**src/rtl/trivium_pkg.sv**
```systemverilog
// Shared constants, FSM encoding and the key/IV load-vector helper for the Trivium keystream core.
// State bit s_i (1-based, as in the cipher description) lives at vector index i-1.
package trivium_pkg;

  localparam int STATE_W         = 288;
  localparam int KEY_W           = 80;
  localparam int INIT_ROUNDS_DEF = 1152;

  localparam int TAP_66  = 66;
  localparam int TAP_93  = 93;
  localparam int TAP_91  = 91;
  localparam int TAP_92  = 92;
  localparam int TAP_171 = 171;
  localparam int TAP_162 = 162;
  localparam int TAP_177 = 177;
  localparam int TAP_175 = 175;
  localparam int TAP_176 = 176;
  localparam int TAP_264 = 264;
  localparam int TAP_243 = 243;
  localparam int TAP_288 = 288;
  localparam int TAP_286 = 286;
  localparam int TAP_287 = 287;
  localparam int TAP_69  = 69;

  typedef enum logic [1:0] {
    ST_IDLE   = 2'd0,
    ST_WARMUP = 2'd1,
    ST_RUN    = 2'd2
  } fsm_state_t;

  // Layout from MSB down: s286..s288 = 1, s178..s285 = 0, s174..s177 = 0, IV, s81..s93 = 0, key.
  function automatic logic [STATE_W-1:0] load_state(input logic [KEY_W-1:0] key,
                                                   input logic [KEY_W-1:0] iv);
    return {3'b111, 108'd0, 4'd0, iv, 13'd0, key};
  endfunction

endpackage

```
**src/rtl/trivium_step.sv**
```systemverilog
// W chained Trivium rounds in one combinational block; z[j] is the output bit of round j.
module trivium_step
  import trivium_pkg::*;
#(
  parameter int W = 8
) (
  input  logic [STATE_W-1:0] s,
  output logic [STATE_W-1:0] s_next,
  output logic [W-1:0]       z
);

  for (genvar j = 0; j < W; j++) begin : g_round
    logic [STATE_W-1:0] s_in;
    logic [STATE_W-1:0] s_out;
    logic t1, t2, t3;
    logic t1_fb, t2_fb, t3_fb;

    if (j == 0) begin : g_first
      assign s_in = s;
    end else begin : g_chain
      assign s_in = g_round[j-1].s_out;
    end

    assign t1 = s_in[TAP_66-1]  ^ s_in[TAP_93-1];
    assign t2 = s_in[TAP_162-1] ^ s_in[TAP_177-1];
    assign t3 = s_in[TAP_243-1] ^ s_in[TAP_288-1];
    assign z[j] = t1 ^ t2 ^ t3;

    assign t1_fb = t1 ^ (s_in[TAP_91-1]  & s_in[TAP_92-1])  ^ s_in[TAP_171-1];
    assign t2_fb = t2 ^ (s_in[TAP_175-1] & s_in[TAP_176-1]) ^ s_in[TAP_264-1];
    assign t3_fb = t3 ^ (s_in[TAP_286-1] & s_in[TAP_287-1]) ^ s_in[TAP_69-1];

    // Each of the three registers shifts up by one; the feedback enters at its lowest bit.
    assign s_out = {s_in[286:177], t2_fb, s_in[175:93], t1_fb, s_in[91:0], t3_fb};
  end

  assign s_next = g_round[W-1].s_out;

endmodule

```
**src/rtl/trivium_wide_keystream.sv**
```systemverilog
// Trivium keystream generator producing W bits per clock with start/stop control,
// valid/ready output handshake and a saturating accepted-word counter.
module trivium_wide_keystream
  import trivium_pkg::*;
#(
  parameter int W           = 8,
  parameter int INIT_ROUNDS = INIT_ROUNDS_DEF,
  parameter int CNT_W       = 32
) (
  input  logic             clk,
  input  logic             rst,
  input  logic             start,
  input  logic [KEY_W-1:0] key,
  input  logic [KEY_W-1:0] iv,
  input  logic             stop,
  output logic             busy,
  output logic             ks_valid,
  input  logic             ks_ready,
  output logic [W-1:0]     ks_data,
  output logic [CNT_W-1:0] ks_count
);

  localparam int WARM_STEPS = INIT_ROUNDS / W;
  localparam int WARM_W     = (WARM_STEPS > 1) ? $clog2(WARM_STEPS) : 1;
  localparam logic [WARM_W-1:0] WARM_LOAD = WARM_W'(WARM_STEPS - 1);

  if (W < 1 || W > 64 || (INIT_ROUNDS % W) != 0) begin : g_param_check
    $error("trivium_wide_keystream: W must be 1..64 and divide INIT_ROUNDS");
  end

  fsm_state_t         state_q, state_d;
  logic [STATE_W-1:0] s_q, s_d;
  logic [STATE_W-1:0] s_step;
  logic [WARM_W-1:0]  warm_q, warm_d;
  logic [CNT_W-1:0]   cnt_q, cnt_d;

  trivium_step #(.W(W)) u_step (
    .s      (s_q),
    .s_next (s_step),
    .z      (ks_data)
  );

  // Handshake: a word transfers on any rising edge where ks_valid & ks_ready; while
  // ks_valid & !ks_ready the state (and so ks_data) and ks_count stay frozen.
  always_comb begin
    state_d = state_q;
    s_d     = s_q;
    warm_d  = warm_q;
    cnt_d   = cnt_q;
    if (start) begin
      state_d = ST_WARMUP;
      s_d     = load_state(key, iv);
      warm_d  = WARM_LOAD;
      cnt_d   = '0;
    end else begin
      unique case (state_q)
        ST_IDLE: ;
        ST_WARMUP: begin
          if (stop) begin
            state_d = ST_IDLE;
          end else begin
            s_d = s_step;
            if (warm_q == '0) state_d = ST_RUN;
            else              warm_d  = warm_q - WARM_W'(1);
          end
        end
        ST_RUN: begin
          if (ks_ready) begin
            s_d = s_step;
            if (cnt_q != '1) cnt_d = cnt_q + CNT_W'(1);
          end
          if (stop) state_d = ST_IDLE;
        end
        default: state_d = ST_IDLE;
      endcase
    end
  end

  always_ff @(posedge clk) begin
    if (!rst) begin
      state_q <= ST_IDLE;
      s_q     <= '0;
      warm_q  <= '0;
      cnt_q   <= '0;
    end else begin
      state_q <= state_d;
      s_q     <= s_d;
      warm_q  <= warm_d;
      cnt_q   <= cnt_d;
    end
  end

  assign busy     = (state_q == ST_WARMUP);
  assign ks_valid = (state_q == ST_RUN);
  assign ks_count = cnt_q;

endmodule
```
**config.mk**
```make
export PLATFORM = sky130hd
export DESIGN_NAME = trivium_wide_keystream
export DESIGN_NICKNAME = d
export VERILOG_FILES = /design/src/rtl/trivium_pkg.sv /design/src/rtl/trivium_step.sv /design/src/rtl/trivium_wide_keystream.sv
export SDC_FILE = /design/constraint.sdc
export NUM_CORES = 1
export LEC_CHECK = 0
export CAP_MARGIN = 10
export CORE_MARGIN = 2
export CORE_UTILIZATION = 40
export DETAILED_ROUTE_END_ITERATION = 10
export PLACE_DENSITY_LB_ADDON = 0.15
export SETUP_SLACK_MARGIN = 0.1
export SLEW_MARGIN = 20
export SYNTH_ARGS = -nofsm -noshare
export SYNTH_HDL_FRONTEND = slang
export SYNTH_SLANG_ARGS = --single-unit
```
**constraint.sdc**
```tcl
create_clock -name clk -period 2.19 [get_ports clk]
set_clock_uncertainty 0.2 [all_clocks]
set_input_delay 0.219 -clock clk [delete_from_list [all_inputs] [get_ports clk]]
set_output_delay 0.219 -clock clk [all_outputs]
set_load 0.005 [all_outputs]
```
=== Word level (Yosys, flattened, before mapping) ===
Index checks and enable logic that the tools add are counted.
W data, S select, Z words.

* Bits in registers: 330

* Add/sub/neg operators: 2
* Eq/ne operators: 14
* Multiplexer cells: 13
* Bitwise gates (word level): 116
* Reduce and logical (&&, ||, !) cells: 13

{| class="wikitable"
|+ Operators with widths
! cell !! number
|-
| $mux W288 || 3
|-
| $pmux W288 S2 || 1
|-
| $xor A1 B1 Y1 || 88
|-
| $add A32 B1 Y32 const B || 1
|-
| $mux W8 || 4
|-
| $ne A32 B32 Y1 const B || 1
|-
| $and A1 B1 Y1 || 24
|-
| $reduce_and A3 Y1 || 7
|-
| $ne A2 B2 Y1 const B || 5
|-
| $logic_not A8 Y1 || 1
|-
| $sub A8 B1 Y8 const B || 1
|-
| $mux W2 || 3
|-
| $ne A3 B2 Y1 const B || 2
|-
| $ne A3 B3 Y1 const B || 2
|-
| $pmux W2 S3 || 1
|-
| $ne A4 B3 Y1 const B || 1
|-
| $not A1 Y1 || 4
|-
| $reduce_bool A2 Y1 || 2
|-
| $reduce_bool A3 Y1 || 1
|-
| $eq A2 B1 Y1 const B || 1
|-
| $eq A2 B2 Y1 const B || 1
|-
| $logic_not A2 Y1 || 1
|-
| $ne A2 B1 Y1 const B || 1
|-
| $reduce_or A2 Y1 || 1
|-
| $mux W1 || 1
|}

=== Logic depth before layout (Yosys ltp) ===
Gate-level depths: netlist (run 1).

* Word-level depth: 6
* Depth in mapped cells: 9

=== Hierarchy ===
Synthesis (run 1) repeated with hierarchy kept, for this count alone.

* Cell total of the unflattened synthesis: 2,061
* Area, all modules: 17,456.7 um^2

{| class="wikitable"
|+ By module, submodules not included
! module !! instances !! cells an instance !! area an instance (um^2) !! seq. area each (um^2)
|-
| trivium_wide_keystream || 1 || 1,693 || 14,149.8 || 6,606.3
|-
| trivium_step || 1 || 368 || 3,306.9 || 0.0
|}

=== Least setup slack after synthesis (run 1) ===
OpenSTA, ideal clock, no wires.

* Path kind: reg-to-reg
* Start: reg cnt_q[0], in the netlist ks_count[0]
* End: reg cnt_q[18], in the netlist ks_count[18]
* Setup time: 70 ps
* Arrival time: 1,760 ps
* Data required time: 1,920 ps
* Slack: 159 ps
* Cell stages (with the launch flop): 7
* Buffers on the path: 0
* Clock period less this slack: 2,031 ps
* Cells stage by stage: dfxtp_1 ha_1 inv_1 nor4_2 o211ai_1 or3_1 a21oi_1

* Cells in the longest elaborated chain, start to end: 2
* Elaborated cells between the ends (all ways): 3

{| class="wikitable"
|+ Ends and longest elaborated chain
! item !! line !! text
|-
| from (decl) || trivium_wide_keystream.sv:35 || <nowiki>logic [CNT_W-1:0] cnt_q, cnt_d;</nowiki>
|-
| from (signal assigned) || trivium_wide_keystream.sv:89 || <nowiki>cnt_q <= cnt_d;</nowiki>
|-
| parallel branches: the longest is 2 deep, another holds $add A32 B1 Y32 || - ||
|}

Parallel ways; which one is timed is not known.
A chain may end at the register's enable or synchronous reset.

=== Worst setup path after layout (run 1) ===
* Start: reg s_q[92]
* End: out ks_data[0]

* Cells in the longest elaborated chain, start to end: 3

{| class="wikitable"
|+ Ends and longest elaborated chain
! item !! line !! text
|-
| from (decl) || trivium_wide_keystream.sv:32 || <nowiki>logic [STATE_W-1:0] s_q, s_d;</nowiki>
|-
| from (signal assigned) || trivium_wide_keystream.sv:82 || <nowiki>s_q <= '0;</nowiki>
|-
| from (signal assigned) || trivium_wide_keystream.sv:87 || <nowiki>s_q <= s_d;</nowiki>
|-
| $xor A1 B1 Y1 || trivium_step.sv:24 || <nowiki>assign t1 = s_in[TAP_66-1] ^ s_in[TAP_93-1];</nowiki>
|-
| $xor A1 B1 Y1 (2 in series) || trivium_step.sv:27 || <nowiki>assign z[j] = t1 ^ t2 ^ t3;</nowiki>
|-
| to (decl) || trivium_wide_keystream.sv:19 || <nowiki>output logic [W-1:0] ks_data,</nowiki>
|}

No other way between the ends.

==> Flow_metrics.wiki, run 1 <==
{| class="wikitable"
! Metric !! Value
|-
| Maximum number of pins on one net before global-route repair || 76
|-
| Cells along the critical path || xnor2_4, xnor2_2, buf_4, xnor2_2, buf_2
|-
| Family with the most delay on the worst path || XOR/XNOR gates
|-
| Finished Cell Area || 19,400 sq um
|-
| Final Hold Fails || 0
|-
| Crit path top cell by count || sky130_fd_sc_hd__xnor2_2
|-
| Clock latency reported for the late side of the worst-skew pair || 0.53 ns
|-
| Number of different library cells in the post-synthesis netlist || 50
|-
| Number of flops mapped to enable cells by yosys || 0
|-
| Worst path max stage delay || between 0.3 and 0.4 ns
|-
| P per Cell Area || about 730 nW/um^2
|-
| Clock buffer count from CTS || 37
|-
| Crit path time final || 2.11 ns
|-
| Die span in y || slightly below 200 um
|-
| Final Max Slew Viols || 0
|-
| Drt initial violations || around 880
|-
| Half-perimeter wire length of the detailed placement result || 27,800 um
|-
| Remaining antenna violation count after routing || 0
|-
| Setup violators final || 0
|-
| Initial antenna violation count || 4
|-
| Required @ worst endpoint || 1.77 ns
|-
| Vias per cell || 5.22
|-
| Power share of the clock group || 0.431
|-
| Beginning of the worst hold path || key[1]
|-
| Core Rows || 69
|-
| Reg-to-reg setup timing slack || 0.20 ns
|-
| Most frequent cells in the layout || sky130_fd_sc_hd__nand2_1, sky130_fd_sc_hd__dfxtp_1, sky130_fd_sc_hd__clkdlybuf4s50_1
|-
| Final critical-path share of the clock period || 0.964
|-
| Reported max-cap violation count || 0
|-
| Number of global-route vias before repair || roughly 12,000
|-
| Slew Limit Headroom || 0.759
|-
| Multi-input gate area in the final layout || ~7500 sq um
|-
| Signal arrival time at the worst endpoint || 1.69 ns
|-
| Count of TritonRoute iterations in the first routing pass || 5
|-
| Biggest fanout along the worst timing path || 2
|-
| Startpoint of the worst setup timing path || s_q[92]
|-
| Core Region || 35,300 sq um
|-
| Startpoint of the worst-slack reg-to-reg timing path || warm_q[3]
|-
| Top flip-flop cell by instance count after synthesis || sky130_fd_sc_hd__dfxtp_1
|-
| CTS H-tree depth || 2
|-
| Net count of the mapped netlist || 1,954
|-
| TritonCTS Sinks || 330
|-
| WL per Instance || 16.5 um
|-
| Capture instance of the worst register-to-register path || warm_q[1]
|-
| Number of top-level design ports || just over 200
|-
| Count of unresolved DRC violations after routing || 0
|-
| Static leakage || 7.15 nW
|-
| Total wirelength of the detailed-routed design || just over 40,000 um
|-
| Clock Pin Slew Worst Setup and Hold Paths || 0.06 ns
|-
| Least-Margin Pin Slew || 0.360 ns
|-
| Path depth of the worst reg2reg path || 6
|-
| Worst voltage drop across the vdd grid || between 0.0005 and 0.0006 V
|-
| RePlAce Congestion || roughly 0.84
|-
| Die Area || 37,200 sq um
|-
| Asr flop ratio synth || 0
|-
| Area added between synthesis and finish || 36.0%
|-
| IO buf count || 206
|-
| Count of synthesis-stage warnings from yosys || 0
|-
| Switching power total || 3.49 mW
|-
| Type of element capturing the critical path || output pin
|-
| Critical Path Stages || 5
|-
| Vias post-DR || 13,100
|-
| Unrepaired setup endpoints after global routing || yes
|-
| Proportion of synthesized chip area in sequential cells || 0.463
|-
| Mapped Cells || 1,786
|-
| Capture point of the critical path || ks_data[0]
|-
| Share of total power in sequential cells || 0.451
|-
| Kind of path behind the tightest hold check || input port to flip-flop
|-
| TritonCTS clock tree || done
|-
| Status || finished, final reports clean
|-
| Most frequent standard cell in the layout excluding fill and tap cells || sky130_fd_sc_hd__nand2_1
|-
| Combined area of all synthesized cells || 14,300 sq um
|-
| Global-route total usage across every layer || 0.217
|-
| Seq cells post-synth || 330
|-
| Die width || 193 um
|-
| Clock buffer depth || 3
|-
| Crit Path Class || flip-flop to output pin
|-
| Nets@finish || roughly 2,200
|-
| Number of inserted filler cells in the final layout || 3,287
|-
| Syn Area/Cell || between 7 and 8 sq um
|-
| End-of-flow core utilization || 0.550
|-
| Share of final-layout standard cells stronger than drive strength 1 || 0.139
|-
| Switching share of power || 0.245
|-
| Internal power summed over all cells || 10.7 mW
|-
| Wire length of the first global-routing pass || around 65,000 um
|-
| Post-Route Setup TNS || 0 ns
|-
| Overflow left after global routing || 0
|-
| Crit path buffers/inverters || 2
|-
| Kind of launch point of the worst setup path || flip-flop
|-
| Slowest cell on the critical path || sky130_fd_sc_hd__dfxtp_4
|-
| DP Area || 17,500 sq um
|-
| Clock tree root driver cell || sky130_fd_sc_hd__clkbuf_16
|-
| Proportion of power drawn by combinational gates || 0.119
|-
| Fmax || 474 MHz
|-
| Starting density of the core || 0.404
|-
| Total area of sequential cells || 6670 sq um
|-
| Worst hold path depth || 3
|}
state kept, by name, summed over array words and instances, names as in the netlist:
signal	count
s_q	288
warm_q	8
ks_count	32
state_q	2
kinds of logic (layout without fill, tap and decap cells):
group	Yosys count	in the layout	share of synthesized area
other cells	0	2	0
mux	16	16	0.0112
fa+ha+maj	3	3	0.00263
xor+xnor	97	97	0.0595
buf+inv	147	411	0.0467
flops	330	330	0.463
simple gates	835	836	0.243
compound gates	358	358	0.174
layout make-up:
| type | count | share of cell area |
|---|---|---|
| inverters | 7 | 0.00181 |
| clock inverters | 10 | 0.00419 |
| well taps | 461 | 0.0297 |
| repair buffers | 339 | 0.175 |
| flip-flops and latches | 330 | 0.343 |
| diodes | 2 | 0.000258 |
| clock buffers | 55 | 0.0575 |
| multi-input cells | 1310 | 0.388 |
worst min-delay path: stages:
cell and delay (ns):
sky130_fd_sc_hd__clkdlybuf4s50_1 0.40, sky130_fd_sc_hd__nand3_1 0.07, sky130_fd_sc_hd__o21ai_0 0.07
through the flow:
stage                     total power, mW  worst slack [ns]  std cells  hold slack (ns)
after floorplan                      7.32             0.159       1786           0.0983
after global placement               8.12            0.0123       2422            0.239
after detailed placement             8.13           -0.0213       2422            0.244
after CTS                            14.3           -0.0203       2499           0.0496
after global routing                 14.8            0.0360       2514           0.0773
final                                14.2            0.0787       2514           0.0731
Yosys cell counts (3+ instances only):
cell	instances	area, sq um
sky130_fd_sc_hd__a31oi_1	4	25.0
sky130_fd_sc_hd__and4_1	4	35.0
sky130_fd_sc_hd__buf_6	4	45.0
sky130_fd_sc_hd__xnor2_1	88	771
sky130_fd_sc_hd__dfxtp_1	330	6610
sky130_fd_sc_hd__a211oi_1	9	67.6
sky130_fd_sc_hd__nand2_1	570	2140
sky130_fd_sc_hd__a21oi_1	147	736
sky130_fd_sc_hd__buf_2	35	175
sky130_fd_sc_hd__mux2i_1	16	160
sky130_fd_sc_hd__and3_1	3	18.8
sky130_fd_sc_hd__buf_1	5	18.8
sky130_fd_sc_hd__buf_4	11	82.6
sky130_fd_sc_hd__o21ai_1	8	40.0
sky130_fd_sc_hd__nor2_1	113	424
sky130_fd_sc_hd__inv_1	5	18.8
sky130_fd_sc_hd__o211a_1	54	541
sky130_fd_sc_hd__nor4_1	3	18.8
sky130_fd_sc_hd__ha_1	3	37.5
sky130_fd_sc_hd__nor3_1	7	35.0
sky130_fd_sc_hd__clkbuf_1	85	319
sky130_fd_sc_hd__or4_1	3	22.5
sky130_fd_sc_hd__nand4_1	10	62.6
sky130_fd_sc_hd__o211ai_1	4	30.0
sky130_fd_sc_hd__o21ai_0	34	170
sky130_fd_sc_hd__nand3_1	79	395
sky130_fd_sc_hd__a311oi_1	90	788
sky130_fd_sc_hd__or3_1	27	169
sky130_fd_sc_hd__xor2_1	9	78.8
worst min path at each step:
| stage | slack, ns | end |
|---|---|---|
| after global placement | 0.24 | s_q[218] |
| after CTS | 0.05 | s_q[1] |
| after global routing | 0.08 | s_q[101] |
| final | 0.07 | s_q[1] |
| after floorplan | 0.1 | state_q[1] |
| after detailed placement | 0.24 | s_q[208] |
layer usage:
metal  global-route usage  part of all wire  vias up  wire [um]
met3               0.0355             0.060       55       2490
met2                0.333              0.44      322      18400
met5                    0           0.00060        -         25
met4               0.0603             0.018        4        754
li1                     -                 -     6586          -
met1                0.314              0.48     6155      19800
power groups by stage:
stage,Sequential (mW),Combinational (mW),Clock [mW]
after CTS,6.41,1.65,6.26
after global routing,6.44,1.84,6.50
after floorplan,6.48,0.843,0
after detailed placement,6.53,1.60,0
final,6.41,1.69,6.13
after global placement,6.53,1.59,0
what timing repair did:
| action | in CTS | in global routing |
|---|---|---|
| gates resized for setup | 92 | 45 |
| cloned | 0 | 1 |
| endpoints found under the hold margin | 17 | 0 |
| buffers inserted | 11 | 12 |
| pin swaps | 23 | 19 |
| hold buffers | 1 | 0 |
| setup endpoints to repair | 16 | 54 |
No activity file was read; power rests on OpenSTA's default activity.
==> inputs of run 2 (changes only) <==
Settings changed: GPL_ROUTABILITY_DRIVEN set to 0.
==> results of run 2 <==
The final DEF is identical to that of run 1; final timing and power are the same.
